File: config.mk
export PLATFORM = sky130hd
export DESIGN_NAME = pc_redirect_unit
export DESIGN_NICKNAME = d
export VERILOG_FILES = /design/src/rtl/fetch_pkg.sv /design/src/rtl/pc_redirect_unit.sv
export SDC_FILE = /design/constraint.sdc
export NUM_CORES = 1
export LEC_CHECK = 0
export CAP_MARGIN = 0
export CORE_UTILIZATION = 41
export DETAILED_ROUTE_END_ITERATION = 6
export PLACE_DENSITY = 0.65
export SLEW_MARGIN = 20
export SYNTH_ARGS = -nofsm -noshare
export SYNTH_HDL_FRONTEND = slang
export SYNTH_SLANG_ARGS = --single-unit
File: constraint.sdc
create_clock -name clk -period 3.41 [get_ports clk]
set_clock_uncertainty 0.05 [all_clocks]
set_input_delay 0.341 -clock clk [delete_from_list [all_inputs] [get_ports clk]]
set_output_delay 0.341 -clock clk [all_outputs]
set_load 0.01 [all_outputs]
File: src/rtl/fetch_pkg.sv
// Shared fetch-side types and constants for the PC redirect unit.
package fetch_pkg;

  typedef enum logic [1:0] {
    SEQ      = 2'd0,
    WAIT_DS  = 2'd1,
    PEND_TGT = 2'd2
  } pc_state_t;

  localparam logic [31:0] RESET_PC_DEFAULT = 32'hbfc0_0000;

  // Pair fetch advances to the next 8-byte boundary; an odd word realigns with +4.
  function automatic logic [31:0] seq_next_pc(input logic [31:0] pc, input logic dual);
    return pc + (((dual == 1'b1) && (pc[2] == 1'b0)) ? 32'd8 : 32'd4);
  endfunction

endpackage

File: src/rtl/pc_redirect_unit.sv
// Fetch PC generator with I-cache req/addr_ok handshake, MIPS delay-slot and exception redirects.
// Optional misaligned-PC detection is enabled by defining PC_ALIGN_CHECK_EN.
import fetch_pkg::*;

module pc_redirect_unit #(
  parameter logic [31:0] RESET_PC   = RESET_PC_DEFAULT,
  parameter bit          DUAL_FETCH = 1'b1
) (
  input  logic        clk,
  input  logic        resetn,
  input  logic        if_stall,
  input  logic        flush_exc,
  input  logic [31:0] exc_pc,
  input  logic        br_valid,
  input  logic [31:0] br_target,
  input  logic        ds_fetched,
  output logic        inst_req,
  output logic [31:0] inst_addr,
  input  logic        inst_addr_ok,
  output logic        fetch_single,
  output logic        fetch_discard,
  output logic        pc_adel
);

  logic [31:0] pc_r;
  logic [31:0] tgt_r;
  logic        hold_r;
  pc_state_t   state_r;

  logic [31:0] pc_s;
  logic [31:0] tgt_s;
  logic        hold_s;
  pc_state_t   state_s;
  logic        adel_s;
  logic        req_s;
  logic        accept_s;
  logic        single_s;
  logic        discard_s;

`ifdef PC_ALIGN_CHECK_EN
  assign adel_s = (pc_r[1:0] != 2'b00);
`else
  assign adel_s = 1'b0;
`endif

  // Request qualification; a stalled-but-raised request is kept alive by hold_r.
  assign req_s    = resetn & (~if_stall | hold_r) & ~flush_exc & ~adel_s;
  assign accept_s = req_s & inst_addr_ok;

  // Next-PC mux, redirect FSM and the per-accept fetch markers.
  always_comb begin
    pc_s      = pc_r;
    tgt_s     = tgt_r;
    state_s   = state_r;
    single_s  = 1'b0;
    discard_s = 1'b0;

    if (flush_exc) begin
      hold_s = 1'b0;
    end else if (accept_s) begin
      hold_s = 1'b0;
    end else if (req_s) begin
      hold_s = 1'b1;
    end else begin
      hold_s = hold_r;
    end

    if (flush_exc) begin
      pc_s    = exc_pc;
      state_s = SEQ;
    end else begin
      case (state_r)
        SEQ: begin
          if (br_valid) begin
            single_s  = accept_s & ~ds_fetched;
            discard_s = accept_s & ds_fetched;
            if (accept_s) begin
              pc_s = br_target;
            end else begin
              tgt_s   = br_target;
              state_s = ds_fetched ? PEND_TGT : WAIT_DS;
            end
          end else if (accept_s) begin
            pc_s = seq_next_pc(pc_r, DUAL_FETCH);
          end else begin
            pc_s = pc_r;
          end
        end
        WAIT_DS: begin
          single_s = accept_s;
          if (accept_s) begin
            pc_s    = tgt_r;
            state_s = SEQ;
          end else begin
            state_s = WAIT_DS;
          end
        end
        PEND_TGT: begin
          discard_s = accept_s;
          if (accept_s) begin
            pc_s    = tgt_r;
            state_s = SEQ;
          end else begin
            state_s = PEND_TGT;
          end
        end
        default: begin
          state_s = SEQ;
        end
      endcase
    end
  end

  // State registers; reset drops any pending request immediately.
  always_ff @(posedge clk or negedge resetn) begin
    if (!resetn) begin
      pc_r    <= RESET_PC;
      tgt_r   <= 32'd0;
      hold_r  <= 1'b0;
      state_r <= SEQ;
    end else begin
      pc_r    <= pc_s;
      tgt_r   <= tgt_s;
      hold_r  <= hold_s;
      state_r <= state_s;
    end
  end

  assign inst_req      = req_s;
  assign inst_addr     = pc_r;
  assign fetch_single  = single_s;
  assign fetch_discard = discard_s;
  assign pc_adel       = resetn & adel_s;

endmodule
==> run_summary.xml, run 1 <==
<?xml version="1.0" encoding="UTF-8"?>
<metrics>
  <group name="status">
    <metric name="run_status" unit="">finished, final reports clean</metric>
  </group>
  <group name="cells_and_area">
    <metric name="finalCoreUtilization" unit="%">56.9</metric>
    <metric name="fillerInstances" unit="">878</metric>
    <metric name="area_delta_synth_final" unit="%">32.7</metric>
    <metric name="finalNetCount" unit="">646</metric>
    <metric name="register_cell_area_after_layout" unit="mm2">0.00169</metric>
    <metric name="drive_gt1_share" unit="%">14.6</metric>
    <metric name="area_used_by_multi_input_combinational_logic" unit="mm2">0.00236</metric>
  </group>
  <group name="worst_setup_path">
    <metric name="critPathCaptureType" unit="">flop</metric>
    <metric name="critical_path.top_delay_family" unit="">simple AND/OR/NAND/NOR gates</metric>
    <metric name="req_time_crit_path" unit="ns">3.59</metric>
    <metric name="path_buf_inv" unit="">3</metric>
    <metric name="critPathMaxFanout" unit="">17</metric>
    <metric name="critical-path-slowest-cell" unit="">sky130_fd_sc_hd__ha_1</metric>
    <metric name="critical_path.most_common_cell" unit="">sky130_fd_sc_hd__buf_4</metric>
    <metric name="crit_path_cell_trace" unit="">inv_1, ha_1, or2_2, nand4_1, buf_4, buf_4, nand2_1, and3_1, a211o_1</metric>
    <metric name="cpPeakStageDelay" unit="ns">0.47</metric>
    <metric name="worst-endpoint-arrival" unit="ns">2.87</metric>
    <metric name="start_kind" unit="">flop</metric>
    <metric name="timing_worst_setup_path_type" unit="">flop to flop</metric>
  </group>
  <group name="yosys">
    <metric name="post_synth_edffs" unit="">0</metric>
    <metric name="synthesis.nets" unit="">547</metric>
    <metric name="netlist-cell-type-count" unit="">54</metric>
    <metric name="seq_area_frac_synth" unit="%">39.9</metric>
    <metric name="syn-cell-area" unit="mm2">0.00423</metric>
    <metric name="dominantRegCellSynth" unit="">sky130_fd_sc_hd__dfrtp_1</metric>
    <metric name="synth-warning-count" unit="">0</metric>
    <metric name="post_synthesis_area_per_instance" unit="um2">9.00</metric>
    <metric name="synth-seq-cells" unit="">67</metric>
    <metric name="syn-instance-count" unit="">470</metric>
    <metric name="asyncSetResetFlopFracSynth" unit="%">100</metric>
  </group>
  <group name="sta">
    <metric name="hold_viol_final" unit="">0</metric>
    <metric name="setup_repair_after_global_routing_missed_its_margin" unit="">false</metric>
    <metric name="peak_clock_frequency_supported_by_timing" unit="GHz">0.371</metric>
    <metric name="setup_viol" unit="">0</metric>
    <metric name="drv_slew" unit="">0</metric>
    <metric name="final.setup.tns" unit="ns">0</metric>
    <metric name="min_period_over_period" unit="%">79.1</metric>
    <metric name="max_slew_margin" unit="%">62.1</metric>
    <metric name="tightest_slew" unit="ns">0.566</metric>
    <metric name="final.min_clock_period" unit="ns">2.70</metric>
  </group>
  <group name="clocking">
    <metric name="cts_resized" unit="">0</metric>
    <metric name="clock-sinks" unit="">67</metric>
    <metric name="numCtsBuffers" unit="">9</metric>
    <metric name="cts_tree" unit="">yes</metric>
    <metric name="clockRootBuffer" unit="">sky130_fd_sc_hd__clkbuf_8</metric>
    <metric name="post_cts_buffers" unit="">0</metric>
    <metric name="ctsHoldBuffers" unit="">0</metric>
    <metric name="worst_skew_pair.late_latency" unit="ns">0.34</metric>
    <metric name="clk_path_buf_depth" unit="">2</metric>
    <metric name="clock_slew_seen_by_the_registers_of_the_worst_setup_and_hold_paths" unit="ns">0.07</metric>
    <metric name="ctsHtreeMaxLevel" unit="">3</metric>
  </group>
  <group name="min_path">
    <metric name="hold_class" unit="">primary input to async pin</metric>
  </group>
  <group name="routing">
    <metric name="highest-signal-layer" unit="">met4</metric>
    <metric name="detail_route.iter0.violations" unit="">309</metric>
    <metric name="met3_wirelength" unit="um">887</metric>
    <metric name="routedWlPerCell" unit="um">18.8</metric>
    <metric name="vias" unit="">4245</metric>
    <metric name="drc_errors" unit="">0</metric>
    <metric name="route.met2.wl" unit="um">5980</metric>
    <metric name="final_wirelength" unit="um">13300</metric>
    <metric name="remaining_antenna_violation_count" unit="">0</metric>
    <metric name="wl_met1" unit="um">6130</metric>
    <metric name="vias_per_cell" unit="">6.00</metric>
    <metric name="detail_route.first_pass.iterations" unit="">6</metric>
  </group>
  <group name="die">
    <metric name="fp.dieArea" unit="mm2">0.0107</metric>
    <metric name="rows" unit="">36</metric>
    <metric name="floorplan.die.width" unit="um">104</metric>
    <metric name="die_outline_height" unit="um">104</metric>
    <metric name="io-pin-count" unit="">107</metric>
    <metric name="initial_core_util" unit="%">42.9</metric>
    <metric name="core_area" unit="mm2">0.00986</metric>
  </group>
  <group name="global_routing">
    <metric name="pin_count_of_the_biggest_net_entering_global_routing" unit="">36</metric>
    <metric name="via_count_of_the_first_global_routing_pass" unit="">4310</metric>
    <metric name="globalRouteTotalUtil" unit="%">25.7</metric>
    <metric name="antenna_found_initial" unit="">1</metric>
    <metric name="grt_overflow_total" unit="">0</metric>
    <metric name="grt_first_pass_wirelength" unit="um">22100</metric>
  </group>
  <group name="placed_design">
    <metric name="io_buffer_count" unit="">105</metric>
    <metric name="routabilityCongestion" unit="">0.894</metric>
    <metric name="post-dp-hpwl" unit="um">9530</metric>
  </group>
  <group name="power">
    <metric name="power.leakage" unit="nW">2.19</metric>
    <metric name="irDropWorstVdd" unit="mV">0.263</metric>
    <metric name="p_per_area" unit="mW/mm2">616</metric>
  </group>
  <group name="run">
    <metric name="drv.max_cap_violation_count" unit="">0</metric>
  </group>
</metrics>
[per-layer routing]
metal	up-vias	track usage, %
met1	2060	35.1
met3	27	5.41
met4	0	9.63
met2	179	39.9
met5	-	0
li1	1979	-
[cells in the mapped netlist (all sizes together) (3+ instances only)]
master	number	area share (%)
a211o	3	0.62
a211oi	8	1.4
a21oi	24	2.8
a221o	6	1.4
a221oi	8	1.7
a22o	3	0.62
a22oi	4	0.71
a31oi	14	2.1
and2	3	0.44
and3	8	1.2
and4	4	0.83
buf	7	0.77
clkbuf	28	2.5
dfrtp	58	34
dfstp	9	5.6
ha	6	1.8
inv	14	1.2
mux2	32	8.5
mux2i	7	1.7
nand2	40	3.6
nand2b	6	0.89
nand3	18	2.2
nand4	5	0.74
nor2	38	3.4
nor2b	4	0.59
nor3	7	0.83
nor4	8	1.7
o211ai	4	0.71
o21ai	37	4.4
o221ai	6	1.2
o22ai	9	1.3
o311ai	3	0.62
o31a	5	1.0
o31ai	4	0.71
or2	3	0.44
or3	3	0.44
or4	4	0.89
xor2	5	1.0
[cell usage in the layout, fill, tap and decap left out, types with 7 or more instances in the layout]
cell type and instances:
sky130_fd_sc_hd__a21oi_1 24, sky130_fd_sc_hd__mux2i_1 7, sky130_fd_sc_hd__o21ai_0 37, sky130_fd_sc_hd__dfrtp_1 58, sky130_fd_sc_hd__dfstp_2 9, sky130_fd_sc_hd__a211oi_1 8, sky130_fd_sc_hd__nor2_1 38, sky130_fd_sc_hd__clkdlybuf4s50_1 104
sky130_fd_sc_hd__a31oi_1 14, sky130_fd_sc_hd__nand2_1 40, sky130_fd_sc_hd__buf_4 18, sky130_fd_sc_hd__inv_1 14, sky130_fd_sc_hd__and3_1 8, sky130_fd_sc_hd__nand3_1 17, sky130_fd_sc_hd__o22ai_1 9, sky130_fd_sc_hd__mux2_2 32
sky130_fd_sc_hd__a221oi_1 8, sky130_fd_sc_hd__clkbuf_8 10
[power breakdown]
| group | internal, W | leakage (nW) | total, W | switching (W) |
|---|---|---|---|---|
| registers | 0.00110 | 0.777 | 0.00135 | 0.000245 |
| clock network | 0.000282 | 0.0872 | 0.000592 | 0.000310 |
| logic | 0.000736 | 1.33 | 0.00152 | 0.000782 |
[state kept, by name (all words and copies together) (netlist names)]
register   cells
hold_r         1
inst_addr     32
state_r        2
tgt_r         32
[layout make-up]
cell class	instances	share of cell area, %
clock inverters	3	0.268
well taps	133	2.97
multi-input cells	354	42.0
inverters	14	0.937
repair buffers	123	21.1
flip-flops and latches	67	30.1
clock buffers	13	2.65
diodes	1	0.0446
[metrics by stage]
step	hold WS (ns)	setup slack [ns]	cell area, um2	std cells	total power (W)
2_1_floorplan	-0.00459	1.01	4230	470	0.00226
3_3_place_gp	0.417	0.852	5440	691	0.00283
3_5_place_dp	0.442	0.760	5440	691	0.00287
4_1_cts	0.0867	0.744	5610	707	0.00347
5_1_grt	0.112	0.608	5610	707	0.00368
6_report	0.0922	0.714	5610	708	0.00346
[worst reg2reg max path: cells and delay by family (launching register included)]
kind | cells | cell delay, ns
compound gates | 1 | 0.22
simple gates | 4 | 0.90
fa+ha+maj | 1 | 0.47
buf+inv | 3 | 0.56
flops | 1 | 0.39
[final timing paths]
path                            startpoint       endpoint  slack, ns  cells past startpoint
worst max-delay path            state_r[0]  inst_addr[30]       0.71                      9
worst min-delay path                resetn  inst_addr[14]       0.09                      2
worst max register to register  state_r[0]  inst_addr[30]       0.71                      9
worst min register to register    tgt_r[8]       tgt_r[8]       0.46                      1
max in group asynchronous           resetn  inst_addr[22]       2.34                      3
min in group clk                  tgt_r[8]       tgt_r[8]       0.46                      1
[kinds of logic after synthesis]
family,share of synthesized area [%]
adders and majority gates,1.78
buffers and inverters,4.50
xor gates and xnor gates,1.04
AOI/OAI and AO/OA,24.4
muxes,10.2
other,0.0887
DFF,39.9
and+or+nand+nor,18.1
No activity file was read; power rests on OpenSTA's default activity.
==> run 2: changes to the inputs <==
clock period = 2.49 ns   (was 3.41 ns; I/O delays follow)
==> run 2 against run 1 <==
Effect of this change:
- global-route usage increased by 0.11 points
- highest routed layer unchanged
- final cell count increased by 2.1%
- first-iteration DRC count shrank 5.5%
- clock power is 40% higher
- flip-flop and latch count is the same
- sequential power rose by 34%
- largest cell class unchanged
- via count up 1.2%
- sequential share of layout area shrank 0.85 points
- critical path depth decreased by 2
==> run_summary.xml, run 2 (synthesized netlist as in run 1, its figures left out) <==
<?xml version="1.0" encoding="UTF-8"?>
<metrics>
  <group name="cells_and_area">
    <metric name="area_delta_synth_final" unit="%">36.5</metric>
    <metric name="leading_cell_type_in_the_layout_fill_and_taps_excluded" unit="">sky130_fd_sc_hd__clkdlybuf4s50_1</metric>
    <metric name="drive_gt1_share" unit="%">17.1</metric>
    <metric name="finalNetCount" unit="">662</metric>
    <metric name="antenna-diode-count" unit="">0</metric>
    <metric name="layout.cells.most_common_list" unit="">sky130_fd_sc_hd__clkdlybuf4s50_1, sky130_fd_sc_hd__dfrtp_1, sky130_fd_sc_hd__nand2_1</metric>
  </group>
  <group name="sta">
    <metric name="setup_viol" unit="">0</metric>
    <metric name="min_period_over_period" unit="%">95.7</metric>
    <metric name="drv_slew" unit="">0</metric>
    <metric name="final.setup.tns" unit="ns">0</metric>
    <metric name="hold_viol_final" unit="">0</metric>
    <metric name="peak_clock_frequency_supported_by_timing" unit="GHz">0.419</metric>
    <metric name="fin_hold_ws" unit="ns">0.00129</metric>
    <metric name="final.min_clock_period" unit="ns">2.38</metric>
    <metric name="setup_repair_after_global_routing_missed_its_margin" unit="">true</metric>
  </group>
  <group name="worst_setup_path">
    <metric name="req_time_crit_path" unit="ns">2.72</metric>
    <metric name="timing.reg2reg.worst_path_depth" unit="">7</metric>
    <metric name="critical_path.most_common_cell" unit="">sky130_fd_sc_hd__or4_4</metric>
    <metric name="worst-endpoint-arrival" unit="ns">2.62</metric>
    <metric name="crit_path_cell_trace" unit="">inv_1, ha_1, o2111ai_2, or4_4, or4_4, a21o_1, a22o_1</metric>
    <metric name="timing_worst_setup_path_type" unit="">flop to flop</metric>
    <metric name="critPathMaxFanout" unit="">5</metric>
    <metric name="critical-path-slowest-cell" unit="">sky130_fd_sc_hd__or4_4</metric>
    <metric name="start_kind" unit="">flop</metric>
    <metric name="cpPeakStageDelay" unit="ns">0.50</metric>
    <metric name="critPathCaptureType" unit="">flop</metric>
  </group>
  <group name="global_routing">
    <metric name="gr-usage-met2" unit="%">41.2</metric>
    <metric name="pin_count_of_the_biggest_net_entering_global_routing" unit="">50</metric>
    <metric name="antenna_found_initial" unit="">0</metric>
    <metric name="globalRouteTotalUtil" unit="%">25.8</metric>
    <metric name="global_route.peak_usage_layer" unit="">met2</metric>
    <metric name="grt.met1_usage" unit="%">35.5</metric>
    <metric name="gr-usage-met3" unit="%">4.85</metric>
    <metric name="via_count_of_the_first_global_routing_pass" unit="">4247</metric>
    <metric name="grt_overflow_total" unit="">0</metric>
    <metric name="grt_first_pass_wirelength" unit="um">22000</metric>
  </group>
  <group name="power">
    <metric name="p_per_area" unit="mW/mm2">835</metric>
    <metric name="p_switching" unit="W">0.00186</metric>
    <metric name="irDropWorstVdd" unit="mV">0.343</metric>
    <metric name="switching_share" unit="%">38.6</metric>
    <metric name="power_report.internal_total" unit="W">0.00296</metric>
    <metric name="power_share_of_the_combinational_group" unit="%">45.3</metric>
    <metric name="fin_total_pwr" unit="W">0.00482</metric>
    <metric name="pwr-share-clk" unit="%">17.1</metric>
    <metric name="p_seq_share" unit="%">37.6</metric>
    <metric name="power.leakage" unit="nW">2.30</metric>
  </group>
  <group name="routing">
    <metric name="drc_errors" unit="">0</metric>
    <metric name="vias_per_cell" unit="">5.94</metric>
    <metric name="final_wirelength" unit="um">13600</metric>
    <metric name="detail_route.iter0.violations" unit="">292</metric>
    <metric name="detail_route.first_pass.iterations" unit="">6</metric>
    <metric name="remaining_antenna_violation_count" unit="">0</metric>
    <metric name="vias" unit="">4296</metric>
    <metric name="routedWlPerCell" unit="um">18.8</metric>
  </group>
  <group name="clocking">
    <metric name="ctsHtreeMaxLevel" unit="">3</metric>
    <metric name="clock_slew_seen_by_the_registers_of_the_worst_setup_and_hold_paths" unit="ns">0.08</metric>
    <metric name="clock-sinks" unit="">67</metric>
    <metric name="cts_resized" unit="">0</metric>
    <metric name="cts_tree" unit="">yes</metric>
    <metric name="ctsHoldBuffers" unit="">0</metric>
    <metric name="clockRootBuffer" unit="">sky130_fd_sc_hd__clkbuf_8</metric>
    <metric name="post_cts_buffers" unit="">0</metric>
    <metric name="numCtsBuffers" unit="">9</metric>
    <metric name="worst_skew_pair.late_latency" unit="ns">0.35</metric>
    <metric name="clk_path_buf_depth" unit="">2</metric>
  </group>
  <group name="min_path">
    <metric name="hold_class" unit="">primary input to async pin</metric>
  </group>
  <group name="placed_design">
    <metric name="io_buffer_count" unit="">105</metric>
    <metric name="routabilityCongestion" unit="">0.870</metric>
    <metric name="post-dp-hpwl" unit="um">9520</metric>
  </group>
  <group name="die">
    <metric name="io-pin-count" unit="">107</metric>
    <metric name="initial_core_util" unit="%">42.9</metric>
    <metric name="core_area" unit="mm2">0.00986</metric>
    <metric name="die_outline_height" unit="um">104</metric>
    <metric name="fp.dieArea" unit="mm2">0.0107</metric>
    <metric name="rows" unit="">36</metric>
    <metric name="floorplan.die.width" unit="um">104</metric>
  </group>
  <group name="status">
    <metric name="run_status" unit="">finished, final reports clean</metric>
  </group>
  <group name="run">
    <metric name="drv.max_cap_violation_count" unit="">0</metric>
  </group>
</metrics>
[run 2: cell count changes in the layout (fill, tap and decap cells not counted)]
| cell | before | now |
|---|---|---|
| sky130_fd_sc_hd__o2111ai_1 | 2 | 1 |
| sky130_fd_sc_hd__dlymetal6s2s_1 | 0 | 1 |
| sky130_fd_sc_hd__clkdlybuf4s50_1 | 104 | 103 |
| sky130_fd_sc_hd__buf_4 | 18 | 31 |
| sky130_fd_sc_hd__diode_2 | 1 | 0 |
| sky130_fd_sc_hd__o2111ai_2 | 0 | 1 |
| sky130_fd_sc_hd__buf_12 | 0 | 3 |
[run 2: stage by stage]
| stage | utilization (%) | std cells | instance area (um2) | setup slack (ns) |
|---|---|---|---|---|
| 4_1_cts | 58.4 | 723 | 5770 | 0.0559 |
| 2_1_floorplan | - | 470 | 4230 | 0.0859 |
| 5_1_grt | 58.5 | 723 | 5770 | -0.00771 |
| 6_report | 58.5 | 723 | 5770 | 0.106 |
| 3_5_place_dp | 56.8 | 707 | 5600 | 0.0793 |
| 3_3_place_gp | 56.8 | 707 | 5600 | 0.143 |
[run 2: cell type report]
| type | count | area (um2) |
|---|---|---|
| repair buffers | 139 | 1340 |
| clock buffers | 13 | 149 |
| fillers | 895 | 4090 |
| well taps | 133 | 166 |
| flip-flops and latches | 67 | 1690 |
| inverters | 14 | 52.6 |
| multi-input cells | 354 | 2360 |
| clock inverters | 3 | 15.0 |
[run 2: metal layers]
layer	wire [um]	up-vias	part of all wire (%)
met2	6320	184	46
met1	6190	2093	45
met5	0	-	0
met4	172	0	1.3
li1	-	2000	-
met3	928	19	6.8
[run 2: critical path, delay by kind of cell (launching register included)]
| family | cells | cell delay, ns |
|---|---|---|
| flip-flops | 1 | 0.42 |
| buffers and inverters | 1 | 0.07 |
| AND/OR/NAND/NOR | 2 | 0.98 |
| adder cells (fa/ha/maj) | 1 | 0.19 |
| AO/OA/AOI/OAI | 3 | 0.62 |
[run 2: power groups by stage]
stage / registers [W] / clock network, W / logic (W)
after floorplan: 0.00181 / 0 / 0.00128
after global placement: 0.00181 / 0 / 0.00214
after detailed placement: 0.00182 / 0 / 0.00218
after CTS: 0.00180 / 0.000832 / 0.00219
after global routing: 0.00187 / 0.000869 / 0.00241
final: 0.00181 / 0.000826 / 0.00218
[run 2: worst paths after layout]
kind | start | end | slack [ns]
setup / recovery | inst_addr[2] | inst_addr[26] | 0.11
hold / removal | resetn | tgt_r[13] | 0.001
setup reg to reg | inst_addr[2] | inst_addr[26] | 0.11
hold reg to reg | inst_addr[0] | inst_addr[0] | 0.44
max in group asynchronous | resetn | inst_addr[28] | 2.01
min in group clk | exc_pc[3] | inst_addr[3] | 0.42
